[src/rtl/sqm_arbiter.sv]
`default_nettype none
// ============================================================================
//  Module      : sqm_arbiter
//  Description : Round-robin arbiter that shares one combinational sqm
//                datapath among NREQ requesters. It registers the winning
//                operands, waits SETTLE_CYC cycles for c/y to settle, then
//                returns the result with the owner id on one shared
//                valid/ready response channel.
//  Revision    : 1.0 - initial release
// ============================================================================
module sqm_arbiter #(
    parameter  int NREQ       = 4,
    parameter  int SETTLE_CYC = 1,
    localparam int IDW        = $clog2(NREQ)
) (
    input  logic              clk,
    input  logic              rst_n,
    input  logic [NREQ-1:0]   req_valid,
    input  logic [8*NREQ-1:0] req_a,
    input  logic [4*NREQ-1:0] req_b,
    output logic [NREQ-1:0]   req_ready,
    output logic [7:0]        sqm_a,
    output logic [3:0]        sqm_b,
    input  logic [7:0]        sqm_c,
    input  logic [7:0]        sqm_y,
    output logic              rsp_valid,
    output logic [IDW-1:0]    rsp_id,
    output logic [7:0]        rsp_c,
    output logic [7:0]        rsp_y,
    input  logic              rsp_ready
);

    localparam logic [1:0]     c_st_idle  = 2'd0;
    localparam logic [1:0]     c_st_issue = 2'd1;
    localparam logic [1:0]     c_st_resp  = 2'd2;
    localparam logic [3:0]     c_last_cnt = 4'(SETTLE_CYC - 1);
    localparam logic [IDW-1:0] c_last_id  = IDW'(NREQ - 1);

    logic [1:0]     r_state;
    logic [IDW-1:0] r_rr_ptr;
    logic [3:0]     r_cnt;

    logic [7:0]     w_a_arr [NREQ];
    logic [3:0]     w_b_arr [NREQ];
    logic [NREQ-1:0] w_grant;
    logic [IDW-1:0] w_grant_id;
    logic [IDW-1:0] w_idx;
    logic           w_accept;
    int             w_probe;

    // Split the flat operand buses into per-requester lanes.
    generate
        for (genvar gi = 0; gi < NREQ; gi++) begin : g_lane
            assign w_a_arr[gi] = req_a[8*gi +: 8];
            assign w_b_arr[gi] = req_b[4*gi +: 4];
        end
    endgenerate

    // Round-robin search starting at r_rr_ptr; scanning from the far end
    // downward lets the requester closest to the pointer win.
    always_comb begin
        w_grant    = '0;
        w_grant_id = '0;
        w_idx      = '0;
        w_probe    = 0;
        for (int k = NREQ - 1; k >= 0; k--) begin
            w_probe = int'(r_rr_ptr) + k;
            if (w_probe >= NREQ) begin
                w_probe = w_probe - NREQ;
            end
            w_idx = IDW'(w_probe);
            if (req_valid[w_idx]) begin
                w_grant        = '0;
                w_grant[w_idx] = 1'b1;
                w_grant_id     = w_idx;
            end
        end
    end

    // Grants are offered only in IDLE and never while reset is asserted.
    assign req_ready = (rst_n && (r_state == c_st_idle)) ? w_grant : '0;
    assign w_accept  = |(req_valid & req_ready);

    // Issue / settle / respond sequencer with operand and result registers.
    always_ff @(posedge clk) begin
        if (!rst_n) begin
            r_state   <= c_st_idle;
            r_rr_ptr  <= '0;
            r_cnt     <= '0;
            sqm_a     <= '0;
            sqm_b     <= '0;
            rsp_valid <= 1'b0;
            rsp_id    <= '0;
            rsp_c     <= '0;
            rsp_y     <= '0;
        end else begin
            case (r_state)
                c_st_idle: begin
                    if (w_accept) begin
                        sqm_a    <= w_a_arr[w_grant_id];
                        sqm_b    <= w_b_arr[w_grant_id];
                        rsp_id   <= w_grant_id;
                        r_rr_ptr <= (w_grant_id == c_last_id) ? '0 : w_grant_id + 1'b1;
                        r_cnt    <= '0;
                        r_state  <= c_st_issue;
                    end
                end
                c_st_issue: begin
                    r_cnt <= r_cnt + 4'd1;
                    if (r_cnt == c_last_cnt) begin
                        rsp_c     <= sqm_c;
                        rsp_y     <= sqm_y;
                        rsp_valid <= 1'b1;
                        r_state   <= c_st_resp;
                    end
                end
                c_st_resp: begin
                    if (rsp_ready) begin
                        rsp_valid <= 1'b0;
                        r_state   <= c_st_idle;
                    end
                end
                default: begin
                    r_state <= c_st_idle;
                end
            endcase
        end
    end

endmodule
`default_nettype wire
[config.mk]
export PLATFORM = sky130hd
export DESIGN_NAME = sqm_arbiter
export DESIGN_NICKNAME = d
export VERILOG_FILES = /design/src/rtl/sqm_arbiter.sv
export SDC_FILE = /design/constraint.sdc
export NUM_CORES = 1
export LEC_CHECK = 0
export BUFFER_PORTS_ARGS = -buffer_cell sky130_fd_sc_hd__buf_4
export CORE_MARGIN = 3
export CORE_UTILIZATION = 45
export DETAILED_ROUTE_END_ITERATION = 7
export GPL_TIMING_DRIVEN = 0
export PLACE_DENSITY = 0.77
export SYNTH_ARGS = -nofsm -noshare
export SYNTH_HDL_FRONTEND = slang
export SYNTH_SLANG_ARGS = --single-unit
[constraint.sdc]
create_clock -name clk -period 3.9 [get_ports clk]
set_input_delay 0.975 -clock clk [delete_from_list [all_inputs] [get_ports clk]]
set_output_delay 0.975 -clock clk [all_outputs]
set_load 0.05 [all_outputs]
==> PnR_summary.wiki <==
{| class="wikitable"
! Metric !! Value
|-
| Average size of a mapped cell || 8.69 um^2
|-
| Initial core utilization || 48.3%
|-
| Critical-path maximum fanout || 10
|-
| Number of flops mapped to enable cells by yosys || 0
|-
| Met3 routed wirelength || 382 um
|-
| Proportion of synthesized area in mux cells || 27.2%
|-
| Final core occ || a little over two thirds
|-
| Standard cell area after detailed placement || 0.00323 mm^2
|-
| Drt initial violations || 85
|-
| Leading register cell type out of synthesis || sky130_fd_sc_hd__dfxtp_1
|-
| Detailed-route vias per instance || 5.09
|-
| Final nets || 464
|-
| HPWL after detailed placement || around 4800 um
|-
| Cell type contributing the most total cell area after synthesis || sky130_fd_sc_hd__dfxtp_1
|-
| Data required time of the critical path || 2.92 ns
|-
| Clk_lat worst skew || 0.30 ns
|-
| CTS tree || built
|-
| Final-report setup violation count || 0
|-
| Crit path launch type || flop
|-
| Clock sinks || 39
|-
| Number of library cell types mapped by synthesis || 36
|-
| Number of fillers in the final layout || 430
|-
| Met2 Routed Length || between 3000 and 4000 um
|-
| Clock slew at the register clock pins of the worst setup and hold paths || 0.08 ns
|-
| Layout Skew || 0.00689 ns
|-
| Relative area change from synthesis to final layout || 44.5%
|-
| Setup TNS || 0 ns
|-
| Area taken by multi-input logic gates || 0.00152 mm^2
|-
| Wire length of the first global-routing pass || around 11000 um
|-
| Most instantiated library cell after synthesis || sky130_fd_sc_hd__nand2_1
|-
| Minimum period implied by the final worst setup slack || 3.75 ns
|-
| Power per Cell Area || about 800 mW/mm^2
|-
| DRT Wirelength || roughly 6300 um
|-
| Total power draw || 2.79 mW
|-
| Layout Cells excl Fill || 450
|-
| Maxcap violations || 0
|-
| Port-buffer cells || 102
|-
| Placed cells || 442
|-
| Combinational family with the most area after synthesis || multiplexers
|-
| Register area share after synthesis || 32.9%
|-
| Top-level port count || around 110
|-
| Via count of the first global-routing pass || ~2.3k
|-
| Number of hold buffers added after CTS || 0
|-
| Max rail drop VDD || 0.396 mV
|-
| Detailed-routing iteration count for the pre-antenna-repair pass || 4
|-
| H-tree levels || 2
|-
| Maximum clock frequency || about 0.27 GHz
|-
| Max Transition Viols Final || 0
|-
| Mapped Area || 0.00237 mm^2
|-
| FFs w/ async S/R, synth || 0%
|-
| Rel. slew slack || between 60 and 70%
|-
| Placer's final routability congestion estimate || 0.818
|-
| Top post-synthesis cells by area || sky130_fd_sc_hd__dfxtp_1, sky130_fd_sc_hd__mux2i_1, sky130_fd_sc_hd__nand2_1, sky130_fd_sc_hd__mux2_2, sky130_fd_sc_hd__ha_1
|-
| Post-synth top area share || around 33%
|-
| Post-synth net total || 355
|-
| Status || finished clean
|-
| Compound-Gate Fraction of Synth Area || 13.0%
|-
| Vertical extent of the die || 78.6 um
|-
| Path type of the worst min-delay path || reg -> reg
|-
| Lkg Pwr || roughly 1.5 nW
|-
| Mapped Cells || between 200 and 300
|-
| RSZ-0062 raised after global routing || false
|-
| Cell area after layout || 0.00343 mm^2
|-
| Total core area || a little under 0.005 mm^2
|-
| Routed met1 length || 2590 um
|-
| Hold Worst Slack || 0.455 ns
|-
| Kind of critical path || reg -> out
|-
| Slew at the pin closest to its max-slew limit || between 0.5 and 0.6 ns
|-
| Crit share post-route || 96.2%
|-
| Fraction of layout instances using a drive strength above 1 || 38.4%
|-
| FF+latch count, synth || 39
|-
| Endpoint kind of the worst setup timing path || output pin
|-
| Antenna violations before repair || 0
|-
| Final worst slack || 0.150 ns
|-
| Post-synthesis xor/xnor area fraction || 0.369%
|-
| Area share of fa/ha/maj cells after synthesis || around 5.8%
|-
| Simple-gate share of the synthesized area || 16.1%
|-
| Critical path data arrival time || 2.78 ns
|-
| Number of endpoints with negative hold slack in the final report || 0
|-
| Pin count of the biggest net entering global routing || 14
|-
| Average routed wire per standard cell || 14.0 um
|-
| Overall via count from detail_route || between 2k and 2.5k
|-
| Highest routed metal layer || met4
|-
| Deepest clock path buffer count || 2
|-
| Number of warnings printed during yosys synthesis || 0
|-
| Grt ovf || 0
|-
| Register area || 785 um^2
|-
| # DRC || 0
|-
| CTS buffer count || 5
|-
| Total inserted antenna cells || 0
|-
| ANT nets after route || 0
|-
| Most instantiated cells after synthesis || sky130_fd_sc_hd__nand2_1, sky130_fd_sc_hd__mux2i_1, sky130_fd_sc_hd__dfxtp_1, sky130_fd_sc_hd__a21oi_1, sky130_fd_sc_hd__mux2_2
|-
| Count of standard-cell rows || 25
|-
| Die X-Extent || a little under 80 um
|-
| Area of the die || 0.00618 mm^2
|-
| Setup slack after placement || -0.132 ns
|-
| GR Util All Layers || between 20% and 30%
|-
| Clock Root Buffer || sky130_fd_sc_hd__clkbuf_8
|}
-- report_power, final --
part           total, mW  switching [mW]  internal, mW
combinational       1.79            1.07         0.720
sequential         0.595          0.0756         0.519
clock              0.405           0.150         0.255
total               2.79            1.29          1.49
-- critical path: stages, from the launching register on --
cell and delay [ns]:
sky130_fd_sc_hd__dfxtp_1 0.41, sky130_fd_sc_hd__clkbuf_8 0.21, sky130_fd_sc_hd__inv_1 0.10, sky130_fd_sc_hd__ha_2 0.35, sky130_fd_sc_hd__or3b_2 0.53, sky130_fd_sc_hd__a211oi_4 0.31, sky130_fd_sc_hd__o21a_1 0.22, sky130_fd_sc_hd__o311a_1 0.16
sky130_fd_sc_hd__buf_4 0.19
-- cells in the final DEF (no fill, tap or decap), drive strengths merged --
| cell type | n |
|---|---|
| a2111o | 1 |
| nand3b | 2 |
| inv | 7 |
| mux2i | 42 |
| nor2b | 2 |
| o21a | 2 |
| a221oi | 4 |
| o311a | 1 |
| clkinvlp | 2 |
| o31a | 1 |
| dfxtp | 39 |
| bufinv | 2 |
| o211ai | 1 |
| a311oi | 1 |
| nor3 | 3 |
| mux4 | 3 |
| and4 | 1 |
| nand2 | 55 |
| ha | 11 |
| nor2 | 11 |
| nand4 | 1 |
| a211oi | 4 |
| clkbuf | 15 |
| o21ai | 11 |
| nand3 | 2 |
| mux2 | 14 |
| xor2 | 1 |
| clkinv | 1 |
| nand2b | 2 |
| and3 | 1 |
| or3b | 4 |
| a31oi | 1 |
| buf | 109 |
| a21oi | 24 |
| or3 | 2 |
-- what timing repair did --
action / CTS / global route
gates resized for setup: 12 / 4
endpoints found under the setup margin: 9 / 5
gates cloned: 0 / 0
endpoints found under the hold margin: 0 / 0
pin swaps: 0 / 1
buffers inserted: 1 / 0
-- final cells by class --
class,instances,share of cell area [%]
well taps,67,2.45
flip-flops and latches,39,22.9
repair buffers,103,22.6
clock inverters,3,1.97
clock buffers,5,2.01
inverters,9,1.10
plain buffers,16,2.59
multi-input cells,208,44.4
-- registers in the layout, summed over array words and instances (netlist names) --
name,cells
rsp_id,2
rsp_c,8
r_rr_ptr,2
sqm_a,8
rsp_y,8
sqm_b,4
rsp_valid,1
r_cnt,4
r_state,2
-- metal layers --
layer  up-vias  track usage [%]
li1       1173                -
met1      1046             26.7
met2        66             35.9
met5         -                0
met3         6             6.08
met4         0             6.12
-- kinds of logic after synthesis --
| family | count (synthesis) |
|---|---|
| flops | 39 |
| simple gates | 86 |
| fa+ha+maj | 11 |
| buf+inv | 26 |
| xor+xnor | 1 |
| mux | 59 |
| compound gates | 51 |
-- final timing paths --
kind               startpoint           end  slack, ns  depth (start not counted)
hold / removal       rsp_c[4]      rsp_c[4]       0.45                          2
setup reg to reg  r_rr_ptr[1]   r_rr_ptr[0]       0.64                         11
setup / recovery  r_rr_ptr[1]  req_ready[0]       0.15                          8
hold reg to reg      rsp_c[4]      rsp_c[4]       0.45                          2
Power figures use the tool's default switching activity.
